`config.mk`:
```
export PLATFORM = sky130hd
export DESIGN_NAME = bus_input_reader
export DESIGN_NICKNAME = d
export VERILOG_FILES = /design/src/rtl/bus_input_reader.sv
export SDC_FILE = /design/constraint.sdc
export NUM_CORES = 1
export LEC_CHECK = 0
export CAP_MARGIN = 30
export CORE_MARGIN = 3
export CORE_UTILIZATION = 30
export DETAILED_ROUTE_END_ITERATION = 8
export HOLD_SLACK_MARGIN = 0.03
export PLACE_DENSITY_LB_ADDON = 0.05
export SYNTH_ARGS = -nofsm -noshare
export SYNTH_HDL_FRONTEND = slang
export SYNTH_SLANG_ARGS = --single-unit
export TNS_END_PERCENT = 50
```
`constraint.sdc`:
```
create_clock -name clk -period 4.9 [get_ports clk]
set_input_delay 0.98 -clock clk [delete_from_list [all_inputs] [get_ports clk]]
set_output_delay 0.98 -clock clk [all_outputs]
set_load 0.02 [all_outputs]
```
`src/rtl/bus_input_reader.sv`:
```
// Bus-mapped input peripheral: synchronizes and debounces slide switches and push
// buttons and exposes levels plus sticky key-press events as four read registers.
module bus_input_reader #(
    parameter int ADDRESS           = 0,
    parameter int BUS_ADDR_DATA_LEN = 16,
    parameter int DEBOUNCE_CYCLES   = 50000
) (
    input  logic                         clk,
    input  logic                         rst,
    input  logic [BUS_ADDR_DATA_LEN-1:0] addr,
    input  logic                         rd,
    input  logic                         wr,
    input  logic [7:0]                   bus_in,
    output logic [7:0]                   bus_out,
    input  logic [15:0]                  SW,
    input  logic [3:0]                   KEY
);

    localparam int PW = (DEBOUNCE_CYCLES > 1) ? $clog2(DEBOUNCE_CYCLES) : 1;
    localparam logic [PW-1:0] LP_LAST = PW'(DEBOUNCE_CYCLES - 1);
    localparam logic [BUS_ADDR_DATA_LEN:0] LP_LO = (BUS_ADDR_DATA_LEN + 1)'(ADDRESS);
    localparam logic [BUS_ADDR_DATA_LEN:0] LP_HI = (BUS_ADDR_DATA_LEN + 1)'(ADDRESS + 4);

    logic [19:0]   w_raw;
    logic [19:0]   r_sync1;
    logic [19:0]   r_sync2;
    logic [19:0]   r_samp;
    logic [19:0]   r_stable;
    logic [19:0]   w_agree;
    logic [PW-1:0] r_presc;
    logic          w_tick;
    logic [3:0]    w_keyStable;
    logic [3:0]    r_keyStableD;
    logic [3:0]    w_keyRise;
    logic [3:0]    r_evt;
    logic [3:0]    w_evtClr;
    logic          w_sel;
    logic          w_selEvt;
    logic [7:0]    w_readData;
    logic          w_unusedBusIn;

    // Keys are inverted at the pin so every conditioned bit reads 1 when active.
    assign w_raw = {~KEY, SW};

    always_ff @(posedge clk or posedge rst) begin
        if (rst) begin
            r_sync1 <= '0;
            r_sync2 <= '0;
        end else begin
            r_sync1 <= w_raw;
            r_sync2 <= r_sync1;
        end
    end

    always_ff @(posedge clk or posedge rst) begin
        if (rst) begin
            r_presc <= '0;
        end else if (w_tick) begin
            r_presc <= '0;
        end else begin
            r_presc <= r_presc + 1'b1;
        end
    end

    assign w_tick = (r_presc == LP_LAST);

    // A level is accepted only when it matches on two consecutive ticks.
    assign w_agree = ~(r_sync2 ^ r_samp);

    always_ff @(posedge clk or posedge rst) begin
        if (rst) begin
            r_samp   <= '0;
            r_stable <= '0;
        end else if (w_tick) begin
            r_samp   <= r_sync2;
            r_stable <= (r_stable & ~w_agree) | (r_sync2 & w_agree);
        end
    end

    assign w_keyStable = r_stable[19:16];
    assign w_keyRise   = w_keyStable & ~r_keyStableD;

    assign w_sel    = ({1'b0, addr} >= LP_LO) && ({1'b0, addr} < LP_HI);
    assign w_selEvt = w_sel && (addr[1:0] == 2'd3);

    // Clear-on-read and write-1-to-clear combine; a simultaneous rise still wins.
    assign w_evtClr = ({4{rd && w_selEvt}}) | ({4{wr && w_selEvt}} & bus_in[3:0]);

    always_ff @(posedge clk or posedge rst) begin
        if (rst) begin
            r_keyStableD <= '0;
            r_evt        <= '0;
        end else begin
            r_keyStableD <= w_keyStable;
            r_evt        <= (r_evt & ~w_evtClr) | w_keyRise;
        end
    end

    always_comb begin
        w_readData = 8'h00;
        case (addr[1:0])
            2'd0:    w_readData = r_stable[7:0];
            2'd1:    w_readData = r_stable[15:8];
            2'd2:    w_readData = {4'b0, w_keyStable};
            default: w_readData = {4'b0, r_evt};
        endcase
    end

    always_ff @(posedge clk or posedge rst) begin
        if (rst) begin
            bus_out <= 8'h00;
        end else if (rd && w_sel) begin
            bus_out <= w_readData;
        end else begin
            bus_out <= 8'h00;
        end
    end

    assign w_unusedBusIn = ^bus_in[7:4];

endmodule

```
==> results.txt, run 1 <==
HPWL Detailed: 5060 um
Clock Pin Slew Worst Setup and Hold Paths: 0.07 ns
Via density: 4.53
Diodes inserted: 0
Hold Vio Cnt, Final: 0
Hold EP: r_sync2[2]
Worst Setup Start Kind: input pin
Largest net degree at the start of global routing: 58
Share of layout cells above drive strength 1: 0.0754
Post-CTS Resized: 0
WL per Instance: 13.8 um
Yosys top cell area share: 0.680
Global route overflow: 0
Top post-synthesis cells by count: dfrtp_1, o21ai_0, a21oi_1
Seq/Total Area, Yosys: 0.680
Tmin final: 2.49 ns
Gr usage total: 0.114
Vias in the first global route: 2633
Post-synthesis instance area: 4120 um^2
First-pass GRT wire length: 13300 um
Drc violations: 0
Prevailing post-synth register cell: dfrtp_1
Most Frequent Cell on Critical Path: o21ai_0
Worst EP required: 5.13 ns
Worst setup EP type: register
H-tree Lvls: 3
Worst slew pin tran: 0.643 ns
Status: finished, final reports clean
Placement row count: 42
Reg2Reg Capture Point: r_presc[9]
Critical-path cell list: clkdlybuf4s50_1 -> nor4bb_1 -> nand4_1 -> o21ai_0 -> o21ai_0
Setup TNS: 0 ns
CP bufs+invs: 1
Setup violators final: 0
HP Start: r_sync1[2]
Mapped Cells: 338
Synth area leaders: dfrtp_1, o21ai_0, a21oi_1, inv_1, nand2_1
Number of synthesized flops with an enable pin: 0
Hold path depth: 0
Core ar.: 13300 um^2
Yosys top cell by area: dfrtp_1
Num Clock Sinks: 112
Avg Cell Area, Syn: 12.2 um^2
Reg-to-Reg Start: r_presc[0]
Slew Viols, Final: 0
TritonCTS clock tree: built
Die ar.: 15200 um^2
Reg2reg path depth: 5
Max Cap Viol: 0
Area of the multi-input gates: 1140 um^2
Slowest CP cell: clkdlybuf4s50_1
Number of routed nets with antenna violations: 0
Synth warnings: 0
Max incr delay on CP: 0.87 ns
Slew margin rel.: 0.571
Final setup margin: 2.41 ns
Register bit total from synthesis: 112
Sequential Area: 2800 um^2
DRT iter0 DRCs: 164
Largest delay share family, worst path: buffers and inverters
HP Class: reg -> reg
Die extent in y: 123 um
Routability cong.: 0.682
Net Count, Synth: 387
Syn-to-layout area delta: 23.9%
Cts bufs inserted: 9
Fillers: 1338
Die X: 123 um
Nets: 442
Synth unique cells: 37
Max Clk Rate: 401 MHz
Postcts setup bufs: 0
IO buf count: 51
Initial antenna violation count: 0
Clk root buf: clkbuf_16
Starting Density: 0.309
RSZ-0062 raised after global routing: no
Reg2reg setup slack: 2.89 ns
Power Dens Cells: 344 nW/um^2
Worst setup slack after placement: 1.99 ns
Leak Pwr: 2.19 nW
Via count: 2599
Number of detailed-route iterations in the first pass: 4
Data arrival, critical path: 2.72 ns
Clock buffer depth: 2
Final WL: 7920 um
CTS Hold Buffers Added: 0
Clock Skews: 0.00691 ns
Cell with the most instances after synthesis: dfrtp_1
Peak VDD IR: 232 uV
# IOs: 56
Critical path type: in -> reg
Clk_lat worst skew: 0.35 ns
Period utilization: 0.509
Worst-path fanout max: 9
Post-synth ARST share: 1.00
-- worst max path at each step --
stage	from	end	slack, ns	cells after the start
after global routing	addr[0]	r_evt[3]	2.23	5
final	addr[0]	r_evt[3]	2.41	5
after global placement	addr[0]	r_evt[3]	2.01	5
after CTS	addr[0]	r_evt[3]	2.36	5
after floorplan	rst	async pin	0.96	1
after detailed placement	addr[0]	r_evt[3]	1.99	5
-- layout make-up --
type	count	area share
flip-flops and latches	112	0.549
multi-input cells	188	0.223
repair buffers	54	0.104
clock buffers	9	0.0441
well taps	176	0.0431
inverters	28	0.0211
clock inverters	7	0.0154
-- cell families (layout without fill, tap and decap cells) --
| logic type | after synthesis | after routing | share of synthesized area |
|---|---|---|---|
| DFF | 112 | 112 | 0.680 |
| AOI/OAI and AO/OA | 87 | 87 | 0.110 |
| and+or+nand+nor | 79 | 79 | 0.103 |
| buffers and inverters | 38 | 98 | 0.0437 |
| xor gates and xnor gates | 13 | 13 | 0.0276 |
| muxes | 8 | 8 | 0.0316 |
| adders and majority gates | 1 | 1 | 0.00304 |
-- metrics by stage --
| stage | hold WS (ns) | std cells | utilization | power (mW) | area, um^2 |
|---|---|---|---|---|---|
| after floorplan | 0.331 | 338 | - | 0.987 | 4120 |
| after global placement | 0.333 | 558 | 0.360 | 1.03 | 4800 |
| after detailed placement | 0.335 | 558 | 0.360 | 1.04 | 4800 |
| after CTS | 0.349 | 574 | 0.382 | 1.80 | 5100 |
| after global routing | 0.358 | 574 | 0.382 | 1.84 | 5100 |
| final | 0.348 | 574 | 0.382 | 1.76 | 5100 |
-- cell usage in the layout, fill, tap and decap left out, types with 2 or more instances in the layout --
master,count
nand4_1,7
clkinvlp_4,3
clkdlybuf4s50_1,51
nor4_1,5
inv_1,27
nor2b_1,4
nor2_1,15
nand3_1,9
o211ai_1,3
mux2i_1,4
xnor2_1,6
o21ai_0,45
buf_4,3
dfrtp_1,112
a21oi_1,36
mux4_2,4
clkbuf_16,9
and3_1,2
xor2_1,7
inv_6,2
nand2_1,26
-- report_power, final --
group	leakage, nW	internal [mW]	switching, mW
registers	1.44	0.940	0.00766
clock network	0.139	0.401	0.342
logic	0.612	0.0368	0.0297
-- per-layer routing --
layer | vias to the layer above | wire length, um | part of all wire | track usage
met2 | 53 | 3480 | 0.44 | 0.175
met1 | 1280 | 3810 | 0.48 | 0.148
li1 | 1258 | - | - | -
met4 | 0 | 104 | 0.013 | 0.0374
met3 | 8 | 532 | 0.067 | 0.0453
met5 | - | 0 | 0 | 0
-- worst reg2reg max path: stages, from the launching register on --
cell and delay, ns:
dfrtp_1 0.40, ha_1 0.22, and3_1 0.27, and4_4 0.67, o21ai_1 0.15, a22o_1 0.19
No activity file was read; power rests on OpenSTA's default activity.
==> run 2, diff against run 1 <==
==> constraint.sdc (replaced) <==
create_clock -name clk -period 2.53 [get_ports clk]
set_input_delay 0.506 -clock clk [delete_from_list [all_inputs] [get_ports clk]]
set_output_delay 0.506 -clock clk [all_outputs]
set_load 0.02 [all_outputs]
==> results.txt, run 2 (synthesized netlist as in run 1, its figures left out) <==
Tmin final: 1.92 ns
Critical path type: reg -> reg
Worst Setup Start Kind: register
Worst setup EP type: register
Cts bufs inserted: 9 (unchanged)
Syn-to-layout area delta: 25.3%
Via density: 4.42 (-2.3%)
Setup TNS: 0 ns (unchanged)
TritonCTS clock tree: built
Post-CTS Resized: 0 (unchanged)
Via count: 2552 (-1.8%)
Max incr delay on CP: 0.39 ns (-0.48 ns)
Number of routed nets with antenna violations: 0 (unchanged)
Fillers: 1322 (-1.2%)
Data arrival, critical path: 2.15 ns (-0.57 ns)
Final WL: 7890 um (-0.48%)
Die extent in y: 123 um (unchanged)
DRT iter0 DRCs: 157 (-4.3%)
Critical-path cell list: ha_1 -> and3_1 -> nand4_1 -> buf_4 -> o21ai_0 -> a21oi_1
Global route overflow: 0 (unchanged)
Placement row count: 42 (unchanged)
Slew margin rel.: 0.593 (+0.0217)
First-pass GRT wire length: 13400 um (+0.47%)
H-tree Lvls: 3 (unchanged)
Area of the multi-input gates: 1140 um^2 (unchanged)
Slowest CP cell: dfrtp_1
Share of layout cells above drive strength 1: 0.0823 (+0.00692)
WL per Instance: 13.7 um (-1.0%)
Setup violators final: 0 (unchanged)
Max Clk Rate: 521 MHz
Routing usage on met2: 0.153 (-0.0221)
Final setup margin: 0.611 ns (-1.79 ns)
Diodes inserted: 0 (unchanged)
Worst slew pin tran: 0.610 ns (-0.0325 ns)
Peak VDD IR: 375 uV (+62%)
Clock Pin Slew Worst Setup and Hold Paths: 0.08 ns (about the same)
M1 GR Usage: 0.170 (+0.0223)
Worst EP required: 2.76 ns (-2.37 ns)
Routability cong.: 0.729 (+7.0%)
Drc violations: 0 (unchanged)
Sequential Area: 2800 um^2 (unchanged)
Number of detailed-route iterations in the first pass: 4 (unchanged)
Clock Skews: 0.00748 ns (+0.000569 ns)
IO buf count: 51 (unchanged)
HPWL Detailed: 5090 um (+0.63%)
Leak Pwr: 2.22 nW (+1.3%)
Power Dens Cells: 668 nW/um^2 (+94%)
Slew Viols, Final: 0 (unchanged)
Most frequent cells in the layout: dfrtp_1, clkdlybuf4s50_1, o21ai_0, a21oi_1, inv_1
Starting Density: 0.309 (unchanged)
Postcts setup bufs: 0 (unchanged)
Vias in the first global route: 2595 (-1.4%)
Num Clock Sinks: 112 (unchanged)
Clock buffer depth: 2 (unchanged)
Die ar.: 15200 um^2 (unchanged)
Period utilization: 0.759
RSZ-0062 raised after global routing: no
Clk root buf: clkbuf_16
Die X: 123 um (unchanged)
HP Class: reg -> reg
Gr usage total: 0.116 (+0.00168)
Nets: 445 (+0.68%)
Largest net degree at the start of global routing: 113 (+95%)
# IOs: 56 (unchanged)
Max Cap Viol: 0 (unchanged)
Worst-path fanout max: 25 (+16)
Initial antenna violation count: 0 (unchanged)
Hold Vio Cnt, Final: 0 (unchanged)
Worst setup slack after placement: 0.390 ns (-1.60 ns)
CTS Hold Buffers Added: 0 (unchanged)
Core ar.: 13300 um^2 (unchanged)
Commonest non-fill, non-tap cell in the layout: dfrtp_1
Clk_lat worst skew: 0.35 ns (about the same)
Status: finished, final reports clean
M3 GR Usage: 0.0467 (+0.00137)
Global route hottest layer: met1
[run 2: cell count changes in the layout (fill, tap and decap cells not counted)]
cell and change:
buf_4 +1, buf_12 +2, inv_4 -1, inv_8 +2, clkinvlp_4 -1
[run 2: layer usage]
layer	share of wire	routed length, um
met1	0.52	4130
met2	0.40	3150
met3	0.063	499
met4	0.012	98
met5	0	0
[run 2: layout make-up]
| type | count | area share |
|---|---|---|
| Sequential cell | 112 | 0.543 |
| Tap cell | 176 | 0.0427 |
| Inverter | 28 | 0.0211 |
| Clock inverter | 7 | 0.0167 |
| Timing Repair Buffer | 57 | 0.113 |
| Clock buffer | 9 | 0.0436 |
| Multi-Input combinational cell | 188 | 0.220 |
[run 2: worst max-delay path: cells and delay by family, from the launching register on]
kind,cells,cell delay [ns]
DFF,1,0.39
buffers and inverters,1,0.34
AOI/OAI and AO/OA,2,0.26
adders and majority gates,1,0.22
and+or+nand+nor,2,0.58
[run 2: per-stage QoR]
step	area [um^2]	std cells	hold WS, ns	util	power, mW
2_1_floorplan	4120	338	0.331	-	1.91
3_3_place_gp	4850	561	0.332	0.363	2.01
3_5_place_dp	4850	561	0.336	0.363	2.01
4_1_cts	5160	577	0.352	0.387	3.52
5_1_grt	5160	577	0.355	0.387	3.62
6_report	5160	577	0.348	0.387	3.45
[run 2: where the power goes]
group | switching (mW) | leakage [nW] | internal, mW
Sequential | 0.0149 | 1.44 | 1.82
Combinational | 0.0580 | 0.630 | 0.0745
Clock | 0.688 | 0.150 | 0.791
Total | 0.761 | 2.22 | 2.69
[run 2: worst paths after layout]
kind	start	end	slack (ns)	cells past startpoint
worst max register to register	r_presc[0]	register	0.61	6
worst min register to register	r_sync1[7]	r_sync2[7]	0.35	0
max in group asynchronous	rst	r_presc[7]	1.40	3
worst max-delay path	r_presc[0]	register	0.61	6
worst min-delay path	r_sync1[7]	r_sync2[7]	0.35	0
min in group asynchronous	rst	r_sync2[0]	0.65	3
==> run 3, diff against run 2 <==
==> constraint.sdc (replaced) <==
create_clock -name clk -period 1.6 [get_ports clk]
set_input_delay 0.32 -clock clk [delete_from_list [all_inputs] [get_ports clk]]
set_output_delay 0.32 -clock clk [all_outputs]
set_load 0.02 [all_outputs]
==> results.txt, run 3 (synthesized netlist as in run 1, its figures left out) <==
Vias in the first global route: 2692 (+3.7%)
Reg2reg path depth: 6 (unchanged)
Final setup margin: 0.0481 ns (-0.563 ns)
Worst Setup Start Kind: register
HP Class: in -> async
Drc violations: 0 (unchanged)
Clk root buf: clkbuf_16
Final Cell Area: 5390 um^2 (+4.5%)
Setup violators final: 0 (unchanged)
Cts bufs inserted: 9 (unchanged)
HPWL Detailed: 5770 um (+13%)
Slew margin rel.: 0.764 (+0.171)
TritonCTS clock tree: built
Placement row count: 42 (unchanged)
Slew Viols, Final: 0 (unchanged)
Worst slew pin tran: 0.351 ns (-0.260 ns)
Initial antenna violation count: 0 (unchanged)
DRT iter0 DRCs: 127 (-19%)
Syn-to-layout area delta: 31.0%
Max Clk Rate: 644 MHz (+24%)
Nets: 464 (+4.3%)
Max Cap Viol: 0 (unchanged)
Worst EP required: 1.88 ns (-0.88 ns)
Largest net degree at the start of global routing: 36 (-68%)
Period utilization: 0.970 (+0.211)
Critical path type: reg -> reg
Layout Utilization: 0.404 (+0.0175)
Core ar.: 13300 um^2 (unchanged)
Power Dens Cells: 1020 nW/um^2 (+53%)
Reg2reg setup slack: 0.05 ns (-0.56 ns)
Via density: 4.45 (+0.68%)
Worst setup EP type: register
Clock Skews: 0.00539 ns (-0.00209 ns)
Number of routed nets with antenna violations: 0 (unchanged)
Share of layout cells above drive strength 1: 0.148 (+0.0653)
IO buf count: 51 (unchanged)
Most frequent cells in the layout: dfrtp_1, clkdlybuf4s50_1, o21ai_0, a21oi_1, inv_1
Clk_lat worst skew: 0.35 ns (about the same)
Final Power: 5.53 mW (+60%)
First-pass GRT wire length: 14000 um (+4.3%)
Hold WS: 0.286 ns (-0.0623 ns)
Data arrival, critical path: 1.83 ns (-0.32 ns)
Reg-to-Reg Start: r_presc[0]
Worst setup slack after placement: -0.334 ns (-0.724 ns)
Number of detailed-route iterations in the first pass: 4 (unchanged)
Peak VDD IR: 575 uV (+53%)
Leak Pwr: 2.37 nW (+7.0%)
Die ar.: 15200 um^2 (unchanged)
Starting Density: 0.309 (unchanged)
Clock Pin Slew Worst Setup and Hold Paths: 0.07 ns (about the same)
Gr usage total: 0.121 (+0.00498)
Hold Vio Cnt, Final: 0 (unchanged)
Placed cell area: 5030 um^2 (+3.8%)
# IOs: 56 (unchanged)
Clock buffer depth: 2 (unchanged)
RSZ-0062 raised after global routing: yes
Global route overflow: 0 (unchanged)
WL per Instance: 13.8 um (+0.80%)
Tmin final: 1.55 ns (-0.367 ns)
Num Clock Sinks: 112 (unchanged)
CTS Hold Buffers Added: 0 (unchanged)
Routability cong.: 0.789 (+8.1%)
Die X: 123 um (unchanged)
Via count: 2654 (+4.0%)
Status: finished, final reports clean
Final WL: 8210 um (+4.1%)
H-tree Lvls: 3 (unchanged)
Fillers: 1296 (-2.0%)
Commonest non-fill, non-tap cell in the layout: dfrtp_1
Diodes inserted: 0 (unchanged)
Die extent in y: 123 um (unchanged)
Worst-path fanout max: 20 (-20%)
run 3: cell types whose count changed in the layout (fill, tap and decap cells not counted), sizes merged:
cell           delta
inv               -2
dlygate4sd2       +8
bufinv            +1
clkdlybuf4s50     -8
buf              +19
clkinvlp          -1
clkinv            +2
run 3: worst max path at each step:
stage / start / end / slack, ns
CTS: r_presc[1] / register / 0.02
floorplan: rst / async pin / -0.08
global route: r_presc[10] / register / -0.07
finish: r_presc[0] / register / 0.05
global placement: addr[6] / bus_out[4] / -0.31
detailed placement: addr[6] / bus_out[4] / -0.33
run 3: timing repair:
| item | in CTS | in global routing |
|---|---|---|
| cloned | 0 | 0 |
| pin swaps | 1 | 4 |
| setup endpoints to repair | 23 | 32 |
| setup buffers | 0 | 1 |
| gates resized for setup | 10 | 12 |
| endpoints found under the hold margin | 0 | 0 |
run 3: routing by layer:
| layer | track usage | routed length (um) | vias up | part of all wire |
|---|---|---|---|---|
| met5 | 0 | 0 | - | 0 |
| met4 | 0.0394 | 121 | 0 | 0.015 |
| met3 | 0.0453 | 485 | 8 | 0.059 |
| met2 | 0.175 | 3580 | 59 | 0.44 |
| met1 | 0.168 | 4030 | 1278 | 0.49 |
| li1 | - | - | 1309 | - |
run 3: worst max-delay path, stage by stage, from the launching register on:
cell     delay (ns)
dfrtp_1        0.35
ha_2           0.21
and3_4         0.22
and4_4         0.32
buf_12         0.18
a21oi_1        0.08
a21oi_1        0.11
run 3: layout make-up:
| cell class | count | area (um^2) | area share |
|---|---|---|---|
| Clock inverter | 7 | 92.6 | 0.0172 |
| Tap cell | 176 | 220 | 0.0408 |
| Clock buffer | 9 | 225 | 0.0418 |
| Multi-Input combinational cell | 188 | 1180 | 0.219 |
| Sequential cell | 112 | 2800 | 0.520 |
| Inverter | 28 | 109 | 0.0202 |
| Timing Repair Buffer | 76 | 763 | 0.141 |
run 3: power by group:
part / total, mW / switching [mW] / internal, mW
clock: 2.39 / 1.01 / 1.38
sequential: 2.90 / 0.0249 / 2.88
combinational: 0.234 / 0.0981 / 0.136
total: 5.53 / 1.13 / 4.39
run 3: metrics by stage:
stage                     instances  TNS [ns]
after floorplan                 338     -8.67
after global placement          579     -3.05
after detailed placement        579     -3.35
after CTS                       595         0
after global routing            596    -0.778
final                           596         0
